File: src/rtl/instruction_encoder_if.sv
// instruction_encoder_if: descriptor handshake and memory write bus of the encoder
interface instruction_encoder_if #(parameter int ADDR_W = 8);
  logic              Start;
  logic              InValid;
  logic              InReady;
  logic              Last;
  logic [2:0]        Format;
  logic [6:0]        Opcode;
  logic [2:0]        Funct3;
  logic [6:0]        Funct7;
  logic [4:0]        Rd;
  logic [4:0]        Rs1;
  logic [4:0]        Rs2;
  logic [31:0]       Imm;
  logic              MemWrite;
  logic [ADDR_W-1:0] MemAddr;
  logic [31:0]       MemData;
  logic              MemReady;
  logic [ADDR_W:0]   Count;
  logic              Done;
  logic              Error;
  logic [1:0]        ErrCode;
  modport master (
    output Start, InValid, Last, Format, Opcode, Funct3, Funct7, Rd, Rs1, Rs2, Imm, MemReady,
    input  InReady, MemWrite, MemAddr, MemData, Count, Done, Error, ErrCode
  );
  modport slave (
    input  Start, InValid, Last, Format, Opcode, Funct3, Funct7, Rd, Rs1, Rs2, Imm, MemReady,
    output InReady, MemWrite, MemAddr, MemData, Count, Done, Error, ErrCode
  );
endinterface

File: src/rtl/instruction_encoder.sv
// instruction_encoder: packs RV32I field descriptors into words and streams them into instruction memory
module instruction_encoder #(
  parameter int DEPTH  = 256,
  parameter int ADDR_W = 8
) (
  input logic               clk,
  input logic               reset,
  instruction_encoder_if.slave bus
);
  typedef enum logic [2:0] {IDLE, RUN, WRITE, DONE, ERROR} state_t;
  state_t            state_q, state_d;
  logic [ADDR_W-1:0] addr_q, addr_d;
  logic [ADDR_W:0]   count_q, count_d;
  logic [31:0]       word_q, word_d;
  logic              last_q, last_d;
  logic [1:0]        code_q, code_d;
  logic [31:0]       imm, enc;
  logic [2:0]        fmt;
  logic              fmt_bad, mis, rng_ok, at_end;
  assign bus.InReady  = state_q == RUN;
  assign bus.MemWrite = state_q == WRITE;
  assign bus.MemAddr  = addr_q;
  assign bus.MemData  = word_q;
  assign bus.Count    = count_q;
  assign bus.Done     = state_q == DONE;
  assign bus.Error    = state_q == ERROR;
  assign bus.ErrCode  = code_q;
  // immediate checks and word packing for the presented descriptor
  always_comb begin
    imm     = bus.Imm;
    fmt     = bus.Format;
    fmt_bad = fmt > 3'd5;
    mis     = ((fmt == 3'd2 || fmt == 3'd3) && imm[0]) || (fmt == 3'd4 && |imm[11:0]);
    rng_ok  = (fmt == 3'd0 || fmt == 3'd1) ? (&imm[31:11] || ~|imm[31:11]) :
              fmt == 3'd2 ? (&imm[31:12] || ~|imm[31:12]) :
              fmt == 3'd3 ? (&imm[31:20] || ~|imm[31:20]) : 1'b1;
    enc = fmt == 3'd0 ? {imm[11:0], bus.Rs1, bus.Funct3, bus.Rd, bus.Opcode} :
          fmt == 3'd1 ? {imm[11:5], bus.Rs2, bus.Rs1, bus.Funct3, imm[4:0], bus.Opcode} :
          fmt == 3'd2 ? {imm[12], imm[10:5], bus.Rs2, bus.Rs1, bus.Funct3, imm[4:1], imm[11], bus.Opcode} :
          fmt == 3'd3 ? {imm[20], imm[10:1], imm[11], imm[19:12], bus.Rd, bus.Opcode} :
          fmt == 3'd4 ? {imm[31:12], bus.Rd, bus.Opcode} :
                        {bus.Funct7, bus.Rs2, bus.Rs1, bus.Funct3, bus.Rd, bus.Opcode};
  end
  // session sequencing: accept, write with backpressure, finish or fault
  always_comb begin
    state_d = state_q;
    addr_d  = addr_q;
    count_d = count_q;
    word_d  = word_q;
    last_d  = last_q;
    code_d  = code_q;
    at_end  = addr_q == ADDR_W'(DEPTH - 1);
    case (state_q)
      RUN: if (bus.InValid) begin
        state_d = (fmt_bad || mis || !rng_ok) ? ERROR : WRITE;
        code_d  = fmt_bad ? 2'b00 : mis ? 2'b10 : !rng_ok ? 2'b01 : code_q;
        word_d  = (fmt_bad || mis || !rng_ok) ? word_q : enc;
        last_d  = bus.Last;
      end
      WRITE: if (bus.MemReady) begin
        addr_d  = addr_q + 1'b1;
        count_d = count_q + 1'b1;
        state_d = last_q ? DONE : at_end ? ERROR : RUN;
        code_d  = (!last_q && at_end) ? 2'b11 : code_q;
      end
      default: if (bus.Start) begin
        state_d = RUN;
        addr_d  = '0;
        count_d = '0;
        code_d  = 2'b00;
      end
    endcase
  end
  // state and datapath registers
  always_ff @(posedge clk) begin
    if (reset) begin
      state_q <= IDLE;
      addr_q  <= '0;
      count_q <= '0;
      word_q  <= '0;
      last_q  <= 1'b0;
      code_q  <= 2'b00;
    end else begin
      state_q <= state_d;
      addr_q  <= addr_d;
      count_q <= count_d;
      word_q  <= word_d;
      last_q  <= last_d;
      code_q  <= code_d;
    end
  end
endmodule

File: src/flat_wrapper.sv
// flat-port wrapper written by rule: the top's interface ports become plain ports
module instruction_encoder_flat 
#(
  parameter int DEPTH  = 256,
  parameter int ADDR_W = 8
)
  (clk, reset, bus_Start, bus_InValid, bus_Last, bus_Format, bus_Opcode, bus_Funct3, bus_Funct7, bus_Rd, bus_Rs1, bus_Rs2, bus_Imm, bus_MemReady, bus_InReady, bus_MemWrite, bus_MemAddr, bus_MemData, bus_Count, bus_Done, bus_Error, bus_ErrCode);
  instruction_encoder_if #(.ADDR_W(ADDR_W)) bus_i ();
  input logic clk;
  input logic reset;
  input wire logic [$bits(bus_i.Start)-1:0] bus_Start;
  input wire logic [$bits(bus_i.InValid)-1:0] bus_InValid;
  input wire logic [$bits(bus_i.Last)-1:0] bus_Last;
  input wire logic [$bits(bus_i.Format)-1:0] bus_Format;
  input wire logic [$bits(bus_i.Opcode)-1:0] bus_Opcode;
  input wire logic [$bits(bus_i.Funct3)-1:0] bus_Funct3;
  input wire logic [$bits(bus_i.Funct7)-1:0] bus_Funct7;
  input wire logic [$bits(bus_i.Rd)-1:0] bus_Rd;
  input wire logic [$bits(bus_i.Rs1)-1:0] bus_Rs1;
  input wire logic [$bits(bus_i.Rs2)-1:0] bus_Rs2;
  input wire logic [$bits(bus_i.Imm)-1:0] bus_Imm;
  input wire logic [$bits(bus_i.MemReady)-1:0] bus_MemReady;
  output wire logic [$bits(bus_i.InReady)-1:0] bus_InReady;
  output wire logic [$bits(bus_i.MemWrite)-1:0] bus_MemWrite;
  output wire logic [$bits(bus_i.MemAddr)-1:0] bus_MemAddr;
  output wire logic [$bits(bus_i.MemData)-1:0] bus_MemData;
  output wire logic [$bits(bus_i.Count)-1:0] bus_Count;
  output wire logic [$bits(bus_i.Done)-1:0] bus_Done;
  output wire logic [$bits(bus_i.Error)-1:0] bus_Error;
  output wire logic [$bits(bus_i.ErrCode)-1:0] bus_ErrCode;
  assign bus_i.Start = bus_Start;
  assign bus_i.InValid = bus_InValid;
  assign bus_i.Last = bus_Last;
  assign bus_i.Format = bus_Format;
  assign bus_i.Opcode = bus_Opcode;
  assign bus_i.Funct3 = bus_Funct3;
  assign bus_i.Funct7 = bus_Funct7;
  assign bus_i.Rd = bus_Rd;
  assign bus_i.Rs1 = bus_Rs1;
  assign bus_i.Rs2 = bus_Rs2;
  assign bus_i.Imm = bus_Imm;
  assign bus_i.MemReady = bus_MemReady;
  assign bus_InReady = bus_i.InReady;
  assign bus_MemWrite = bus_i.MemWrite;
  assign bus_MemAddr = bus_i.MemAddr;
  assign bus_MemData = bus_i.MemData;
  assign bus_Count = bus_i.Count;
  assign bus_Done = bus_i.Done;
  assign bus_Error = bus_i.Error;
  assign bus_ErrCode = bus_i.ErrCode;
  instruction_encoder #(.DEPTH(DEPTH), .ADDR_W(ADDR_W)) u_core (.clk(clk), .reset(reset), .bus(bus_i));
endmodule
File: config.mk
export PLATFORM = sky130hd
export DESIGN_NAME = instruction_encoder_flat
export DESIGN_NICKNAME = d
export VERILOG_FILES = /design/src/rtl/instruction_encoder_if.sv /design/src/rtl/instruction_encoder.sv /design/src/flat_wrapper.sv
export SDC_FILE = /design/constraint.sdc
export NUM_CORES = 1
export LEC_CHECK = 0
export CELL_PAD_IN_SITES_DETAIL_PLACEMENT = 0
export CELL_PAD_IN_SITES_GLOBAL_PLACEMENT = 1
export CORE_ASPECT_RATIO = 0.9
export CORE_UTILIZATION = 29
export DETAILED_ROUTE_END_ITERATION = 6
export PLACE_DENSITY_LB_ADDON = 0.1
export SLEW_MARGIN = 20
export SYNTH_ARGS = -nofsm -noshare
export SYNTH_HDL_FRONTEND = slang
export SYNTH_SLANG_ARGS = --single-unit
File: constraint.sdc
create_clock -name clk -period 2.3 [get_ports clk]
set_input_delay 0.46 -clock clk [delete_from_list [all_inputs] [get_ports clk]]
set_output_delay 0.46 -clock clk [all_outputs]
set_load 0.02 [all_outputs]
# [After elaboration in Yosys (flattened, before gate mapping)]
# Index checks and enable logic that the tools add are counted.
[totals] regBits=55 input_bits=73 out_inout_bits=55 word_cells=84
[classes] addsub=2 order_cmp=1 n_eq_ne=13 n_mux=29 bitwise_logic=2 n_reduce_logical=31
[op_table] cell="$mux W32" count=5
[op_table] cell="$reduce_or A12 Y1" count=2
[op_table] cell="$reduce_and A21 Y1" count=1
[op_table] cell="$reduce_or A21 Y1" count=1
[op_table] cell="$reduce_and A20 Y1" count=1
[op_table] cell="$reduce_or A20 Y1" count=1
[op_table] cell="$mux W3" count=6
[op_table] cell="$mux W9" count=2
[op_table] cell="$pmux W9 S2" count=1
[op_table] cell="$mux W8" count=2
[op_table] cell="$pmux W8 S2" count=1
[op_table] cell="$mux W2" count=7
[op_table] cell="$eq A3 B2 Y1 const B" count=4
[op_table] cell="$reduce_and A12 Y1" count=1
[op_table] cell="$add A9 B1 Y9 const B" count=1
[op_table] cell="$reduce_and A3 Y1" count=3
[op_table] cell="$add A8 B1 Y8 const B" count=1
[op_table] cell="$eq A8 B8 Y1 const B" count=1
[op_table] cell="$logic_or A1 B1 Y1" count=8
[op_table] cell="$eq A3 B1 Y1 const B" count=2
[op_table] cell="$eq A3 B3 Y1 const B" count=2
[op_table] cell="$pmux W3 S2" count=1
[op_table] cell="$logic_not A1 Y1" count=5
[op_table] cell="$reduce_and A5 Y1" count=1
[op_table] cell="other kinds (12)" count=18

# [Depth between registers and ports, before layout]
[logic_depth] depth_word=11 depth_mapped=10 depth_no_buf=8

# [Least setup slack after synthesis]
# No wires, ideal clock.
[synth_timing] path_type="input to register" start="input port bus_Imm[19]" end="register u_core.word_q[15], in the netlist u_core.bus.MemData[15]" setup_time_ns=0.134 arrival_time_ns=2.232 required_time_ns=2.166 setup_slack_ns=-0.066 path_stages=8 n_path_buf=2 path_cell_list="or4_4 -> nor2_4 -> a221oi_2 -> or4b_1 -> buf_2 -> buf_6 -> a211oi_2 -> a211oi_1"
[synth_via] elab_chain_len=9 word_cells_on_any_way=14 cone_classes="mux: 2; bitwise: 1; reduce/logical: 11"
[synth_lines] item="start: declaration" line="flat_wrapper.sv:21" rtl="input wire logic [$bits(bus_i.Imm)-1:0] bus_Imm;"
[synth_lines] item="$reduce_or A20 Y1" line="instruction_encoder.sv:35" rtl="fmt == 3'd2 ? (&imm[31:12] || ~|imm[31:12]) :"
[synth_lines] item="$logic_not A1 Y1" line="instruction_encoder.sv:35"
[synth_lines] item="$logic_or A1 B1 Y1" line="instruction_encoder.sv:35"
[synth_lines] item="$mux W1" line="instruction_encoder.sv:35"
[synth_lines] item="$mux W1 (*)" line="instruction_encoder.sv:34" rtl="rng_ok = (fmt == 3'd0 || fmt == 3'd1) ? (&imm[31:11] || ~|imm[31:11]) :"
[synth_lines] item="$logic_not A1 Y1 (*)" line="instruction_encoder.sv:57" rtl="word_d = (fmt_bad || mis || !rng_ok) ? word_q : enc;"
[synth_lines] item="$logic_or A1 B1 Y1 (*)" line="instruction_encoder.sv:57"
[synth_lines] item="$not A1 Y1 (no line) (*)"
[synth_lines] item="$reduce_and A3 Y1 (no line) (*)"
[synth_lines] item="end signal: assignment" line="instruction_encoder.sv:87" rtl="word_q <= word_d;"
[synth_lines] item="end: declaration" line="instruction_encoder.sv:14" rtl="logic [31:0] word_q, word_d;"
# Every way passes the cells marked *; elsewhere a longest branch is shown, timed or not.
# A chain may end at the register's enable or synchronous reset.

# [Worst setup path in the final report]
[layout_timing] start="input port bus_Imm[3]" end="register u_core.word_q[27], in the netlist u_core.bus.MemData[27]"
[layout_via] elab_chain_len=7
[layout_lines] item="$reduce_or A12 Y1" line="instruction_encoder.sv:33" rtl="mis = ((fmt == 3'd2 || fmt == 3'd3) && imm[0]) || (fmt == 3'd4 && |imm[11:0]);"
[layout_lines] item="$logic_and A1 B1 Y1" line="instruction_encoder.sv:33"
[layout_lines] item="$logic_or A1 B1 Y1" line="instruction_encoder.sv:33"
[layout_lines] item="$logic_or A1 B1 Y1 (2 in a row)" line="instruction_encoder.sv:57"
[layout_lines] item="$not A1 Y1 (no line)"
[layout_lines] item="$reduce_and A3 Y1 (no line)"
# No other way between the ends.

==> impl_results.html <==
<table>
<tr><th>Metric</th><th>Value</th></tr>
<tr><th colspan="2">Global route</th></tr>
<tr><td>Global-route total usage across every layer</td><td>0.196</td></tr>
<tr><td>Grt total ovfl</td><td>0</td></tr>
<tr><td>Number of antenna violations at the first check in global routing</td><td>0</td></tr>
<tr><td>Pin count of the biggest net entering global routing</td><td>36</td></tr>
<tr><td>Number of global-route vias before repair</td><td>3961</td></tr>
<tr><td>First-pass GRT wire length</td><td>19.9 mm</td></tr>
<tr><th colspan="2">Yosys</th></tr>
<tr><td>Average instance area after synthesis</td><td>approximately 8.0 um^2</td></tr>
<tr><td>Most area-hungry cell type in the Yosys netlist</td><td>sky130_fd_sc_hd__dfxtp_1</td></tr>
<tr><td>EDFF count, synth</td><td>0</td></tr>
<tr><td>Yosys warning count</td><td>0</td></tr>
<tr><td>Distinct cell type count of the synthesized netlist</td><td>52</td></tr>
<tr><td>Top cells by count, synth</td><td>sky130_fd_sc_hd__dfxtp_1, sky130_fd_sc_hd__nand3_1, sky130_fd_sc_hd__nor2_1</td></tr>
<tr><td>Post-synthesis sequential element count</td><td>between 50 and 60</td></tr>
<tr><td>Synth Flop Type</td><td>sky130_fd_sc_hd__dfxtp_1</td></tr>
<tr><td>FFs w/ async S/R, synth</td><td>0</td></tr>
<tr><td>Register area share after synthesis</td><td>0.315</td></tr>
<tr><td>Top cell type's share of synthesized area</td><td>0.315</td></tr>
<tr><td>Largest cells by area after synthesis</td><td>sky130_fd_sc_hd__dfxtp_1, sky130_fd_sc_hd__nand3_1, sky130_fd_sc_hd__a211oi_1, sky130_fd_sc_hd__mux2_2, sky130_fd_sc_hd__a211oi_2</td></tr>
<tr><td>Post-synthesis cell area</td><td>roughly 3500 um^2</td></tr>
<tr><td>Number of instances in the synthesized netlist</td><td>between 400 and 500</td></tr>
<tr><td>Syn_nets</td><td>512</td></tr>
<tr><td>Most instantiated library cell after synthesis</td><td>sky130_fd_sc_hd__dfxtp_1</td></tr>
<tr><th colspan="2">Setup path</th></tr>
<tr><td>Crit path largest cell delay</td><td>roughly 0.52 ns</td></tr>
<tr><td>Startpoint class of the critical path</td><td>input port</td></tr>
<tr><td>Data required time of the critical path</td><td>around 2.5 ns</td></tr>
<tr><td>Internal reg-to-reg setup slack</td><td>roughly 0.11 ns</td></tr>
<tr><td>Cell-by-cell trace of the critical path</td><td>clkdlybuf4s15_2 &gt; nor4b_4 &gt; nand4_1 &gt; a21oi_2 &gt; or4b_4 &gt; buf_8 &gt; buf_12 &gt; buf_12 &gt; nand4b_1 &gt; nand3_1</td></tr>
<tr><td>Worst reg2reg path startpoint</td><td>u_core.state_q[0]</td></tr>
<tr><td>Worst path most repeated cell</td><td>sky130_fd_sc_hd__buf_12</td></tr>
<tr><td>Largest fanout on the critical path</td><td>8</td></tr>
<tr><td>Buffering stage count on the worst path with inverters included</td><td>4</td></tr>
<tr><td>Slowest cell on the critical path</td><td>sky130_fd_sc_hd__or4b_4</td></tr>
<tr><td>Kind of critical path</td><td>input port to flip-flop</td></tr>
<tr><td>Endpoint type of the worst setup path</td><td>flip-flop</td></tr>
<tr><td>Crit-path leading delay family</td><td>simple AND/OR/NAND/NOR gates</td></tr>
<tr><td>Launching element of the worst setup path</td><td>bus_Imm[3]</td></tr>
<tr><td>Data arrival time of the critical path</td><td>about 2.6 ns</td></tr>
<tr><th colspan="2">STA</th></tr>
<tr><td>Worst slew margin relative to its limit</td><td>0.659</td></tr>
<tr><td>Layout Skew</td><td>roughly 0.0093 ns</td></tr>
<tr><td>Worst hold margin</td><td>roughly 0.46 ns</td></tr>
<tr><td>Min Tclk post-route</td><td>about 2.4 ns</td></tr>
<tr><td>Setup slack of the critical path after layout</td><td>-0.0604 ns</td></tr>
<tr><td>Slew at the pin closest to its max-slew limit</td><td>0.512 ns</td></tr>
<tr><td>Unrepaired setup endpoints after global routing</td><td>yes</td></tr>
<tr><td>Crit share post-route</td><td>1.03</td></tr>
<tr><td>Setup violations, final</td><td>23</td></tr>
<tr><td>Highest Clock Rate</td><td>about 420 MHz</td></tr>
<tr><td>Final Hold Fails</td><td>0</td></tr>
<tr><td>Count of pins over their slew limit</td><td>0</td></tr>
<tr><th colspan="2">Placed design</th></tr>
<tr><td>Placement Cell Area</td><td>5340 um^2</td></tr>
<tr><td>DP Cell Count</td><td>~750</td></tr>
<tr><td>Final weighted congestion in routability-driven placement</td><td>between 0.7 and 0.8</td></tr>
<tr><td>Count of buffers inserted at the top-level ports</td><td>approximately 130</td></tr>
<tr><td>Setup WS pre-CTS</td><td>-0.684 ns</td></tr>
<tr><td>Detailed placement HPWL</td><td>~9 mm</td></tr>
<tr><th colspan="2">Run</th></tr>
<tr><td>Max-capacitance violation count</td><td>0</td></tr>
<tr><th colspan="2">Power and ir drop</th></tr>
<tr><td>Cell Int Power</td><td>between 1500 and 2000 uW</td></tr>
<tr><td>Fraction of power consumed by sequential logic</td><td>0.384</td></tr>
<tr><td>Leak pwr</td><td>roughly 0.0021 uW</td></tr>
<tr><td>Switching part of the total</td><td>0.319</td></tr>
<tr><td>Gate power share</td><td>0.309</td></tr>
<tr><td>Clock group share of total power</td><td>0.307</td></tr>
<tr><td>Peak VDD IR</td><td>around 0.00028 V</td></tr>
<tr><td>Net switching power</td><td>about 860 uW</td></tr>
<tr><td>Total power per unit cell area</td><td>about 460 nW/um^2</td></tr>
<tr><th colspan="2">Floorplan</th></tr>
<tr><td>Total I/O pin count</td><td>about 130</td></tr>
<tr><td>DIE HEIGHT</td><td>between 100 and 150 um</td></tr>
<tr><td>Area enclosed by the die boundary</td><td>between 10000 and 15000 um^2</td></tr>
<tr><td>Floorplan die width</td><td>roughly 120 um</td></tr>
<tr><td>Number of core rows</td><td>37</td></tr>
<tr><td>Std-Cell Core Area</td><td>about 12000 um^2</td></tr>
<tr><td>Initial cell density of the core</td><td>0.302</td></tr>
<tr><th colspan="2">CTS</th></tr>
<tr><td>Number of buffers inserted for hold repair after clock tree synthesis</td><td>0</td></tr>
<tr><td>TritonCTS sink count</td><td>between 50 and 60</td></tr>
<tr><td>Clock Tree Buf Depth</td><td>2</td></tr>
<tr><td>H-Tree Depth</td><td>2</td></tr>
<tr><td>Num CTS Buffers</td><td>5</td></tr>
<tr><td>Clock-pin slew on the worst setup and hold paths</td><td>roughly 0.08 ns</td></tr>
<tr><td>CTS tree</td><td>built</td></tr>
<tr><td>Cell at the root of the clock tree</td><td>sky130_fd_sc_hd__clkbuf_16</td></tr>
<tr><td>Skew-Pair Late Insertion Delay</td><td>approximately 0.31 ns</td></tr>
<tr><th colspan="2">Layout</th></tr>
<tr><td>Antenna diode count</td><td>0</td></tr>
<tr><td>Fillers</td><td>approximately 1100</td></tr>
<tr><td>Fraction of final layout cells sized beyond drive strength 1</td><td>0.274</td></tr>
<tr><td>Area Overhead vs Synth</td><td>65.2%</td></tr>
<tr><td>Number of standard cells in the final layout excluding fillers</td><td>approximately 770</td></tr>
<tr><td>Layout Cell Area excl Fill</td><td>slightly below 6000 um^2</td></tr>
<tr><td>Nets</td><td>687</td></tr>
<tr><th colspan="2">Route</th></tr>
<tr><td>Ratio of routed vias to standard cells</td><td>between 5 and 6</td></tr>
<tr><td>Iteration-0 DRC Markers</td><td>roughly 200</td></tr>
<tr><td>Final routed DRC violation total</td><td>0</td></tr>
<tr><td>Routed wire length</td><td>around 12 mm</td></tr>
<tr><td>Post-detailed-route wirelength per cell</td><td>16.2 um</td></tr>
<tr><td>Antenna Violating Nets Remaining</td><td>0</td></tr>
<tr><td>Vias post-DR</td><td>~4000</td></tr>
<tr><td>1st-pass router iterations</td><td>4</td></tr>
<tr><th colspan="2">Hold path</th></tr>
<tr><td>Startpoint of the most critical hold path</td><td>u_core.bus.MemData[16]</td></tr>
<tr><td>Hold/Removal Path Class</td><td>flip-flop to flip-flop</td></tr>
<tr><th colspan="2">Run status</th></tr>
<tr><td>Violations in the final reports</td><td>setup timing</td></tr>
<tr><td>Outcome</td><td>complete, but fails checks</td></tr>
</table>
-- layout by cell type (no fill, tap or decap), types with 4 or more instances in the layout --
cell type / count
sky130_fd_sc_hd__clkdlybuf4s50_1: 89
sky130_fd_sc_hd__buf_4: 63
sky130_fd_sc_hd__dfxtp_1: 55
sky130_fd_sc_hd__nand3_1: 38
sky130_fd_sc_hd__nor2_1: 32
sky130_fd_sc_hd__nand2_1: 28
sky130_fd_sc_hd__a211oi_2: 24
sky130_fd_sc_hd__a21oi_1: 18
sky130_fd_sc_hd__nor3b_1: 16
sky130_fd_sc_hd__a22oi_1: 15
sky130_fd_sc_hd__inv_1: 15
sky130_fd_sc_hd__nor2b_1: 14
sky130_fd_sc_hd__mux2_2: 12
sky130_fd_sc_hd__dlygate4sd2_1: 12
sky130_fd_sc_hd__nand4_1: 10
sky130_fd_sc_hd__nand2b_1: 9
sky130_fd_sc_hd__xor2_1: 9
sky130_fd_sc_hd__buf_2: 9
sky130_fd_sc_hd__mux2i_1: 8
sky130_fd_sc_hd__a31oi_1: 8
sky130_fd_sc_hd__nor3_1: 7
sky130_fd_sc_hd__nand3_2: 7
sky130_fd_sc_hd__clkdlybuf4s15_1: 7
sky130_fd_sc_hd__a211oi_1: 6
sky130_fd_sc_hd__nand4b_1: 6
sky130_fd_sc_hd__o22ai_1: 6
sky130_fd_sc_hd__buf_6: 6
sky130_fd_sc_hd__xnor2_1: 5
sky130_fd_sc_hd__clkbuf_16: 5
sky130_fd_sc_hd__clkbuf_2: 5
sky130_fd_sc_hd__o31ai_1: 4
sky130_fd_sc_hd__o21ai_0: 4
-- worst reg2reg max path: cells and delay by family, from the launching register on --
family          cells  cell delay, ns
simple gates        6            1.04
buf+inv             4            0.49
flops               1            0.40
compound gates      1            0.15
-- final timing paths --
kind                                  to  cells past startpoint
setup reg to reg  u_core.bus.MemData[27]                     11
hold / removal    u_core.bus.MemData[16]                      2
setup / recovery  u_core.bus.MemData[27]                     10
hold reg to reg   u_core.bus.MemData[16]                      2
-- metrics by stage --
stage	setup TNS (ns)	power (uW)	util
after global routing	-3.17	2810	0.500
after global placement	-20.28	1820	0.462
final	-0.987	2680	0.500
after floorplan	-0.160	1420	-
after CTS	0	2680	0.486
after detailed placement	-21.84	1830	0.462
-- power groups by stage --
| stage | clock network [uW] | registers (uW) | logic (uW) |
|---|---|---|---|
| after floorplan | 0 | 1090 | 329 |
| after global placement | 0 | 1050 | 771 |
| after detailed placement | 0 | 1050 | 775 |
| after CTS | 843 | 1030 | 800 |
| after global routing | 880 | 1040 | 894 |
| final | 825 | 1030 | 829 |
-- logic make-up (layout without fill, tap and decap cells) --
| group | after synthesis | after routing | share of synthesized area |
|---|---|---|---|
| AOI/OAI and AO/OA | 98 | 98 | 0.209 |
| xor gates and xnor gates | 14 | 14 | 0.0350 |
| adders and majority gates | 2 | 2 | 0.00715 |
| buffers and inverters | 49 | 225 | 0.0583 |
| DFF | 55 | 55 | 0.315 |
| muxes | 20 | 20 | 0.0615 |
| and+or+nand+nor | 199 | 199 | 0.315 |
-- metal layers --
layer,GRT usage,share of wire,up-vias
li1,-,-,1965
met5,0,0,-
met3,0.0295,0.042,13
met2,0.319,0.45,103
met4,0.0403,0.014,0
met1,0.272,0.49,1880
-- repair_timing --
item                       4_1_cts  5_1_grt
pin swaps                       22       28
gates resized for setup         98       53
cloned                           1        1
setup buffers                    6        1
setup endpoints to repair       37       40
-- state kept, by name, summed over array words and instances, names as in the netlist --
register            cells
u_core.bus.MemAddr      8
u_core.bus.MemData     32
u_core.bus.ErrCode      2
u_core.state_q          3
u_core.bus.Count        9
u_core.last_q           1
-- final cells by class --
cell class	count	area, um^2	share of cell area
Timing Repair Buffer	200	1830	0.317
Sequential cell	55	1100	0.190
Multi-Input combinational cell	333	2440	0.421
Tap cell	156	195	0.0338
Inverter	17	63.8	0.0110
Clock buffer	5	125	0.0216
Clock inverter	3	27.5	0.00476
No activity file was read; power rests on OpenSTA's default activity.
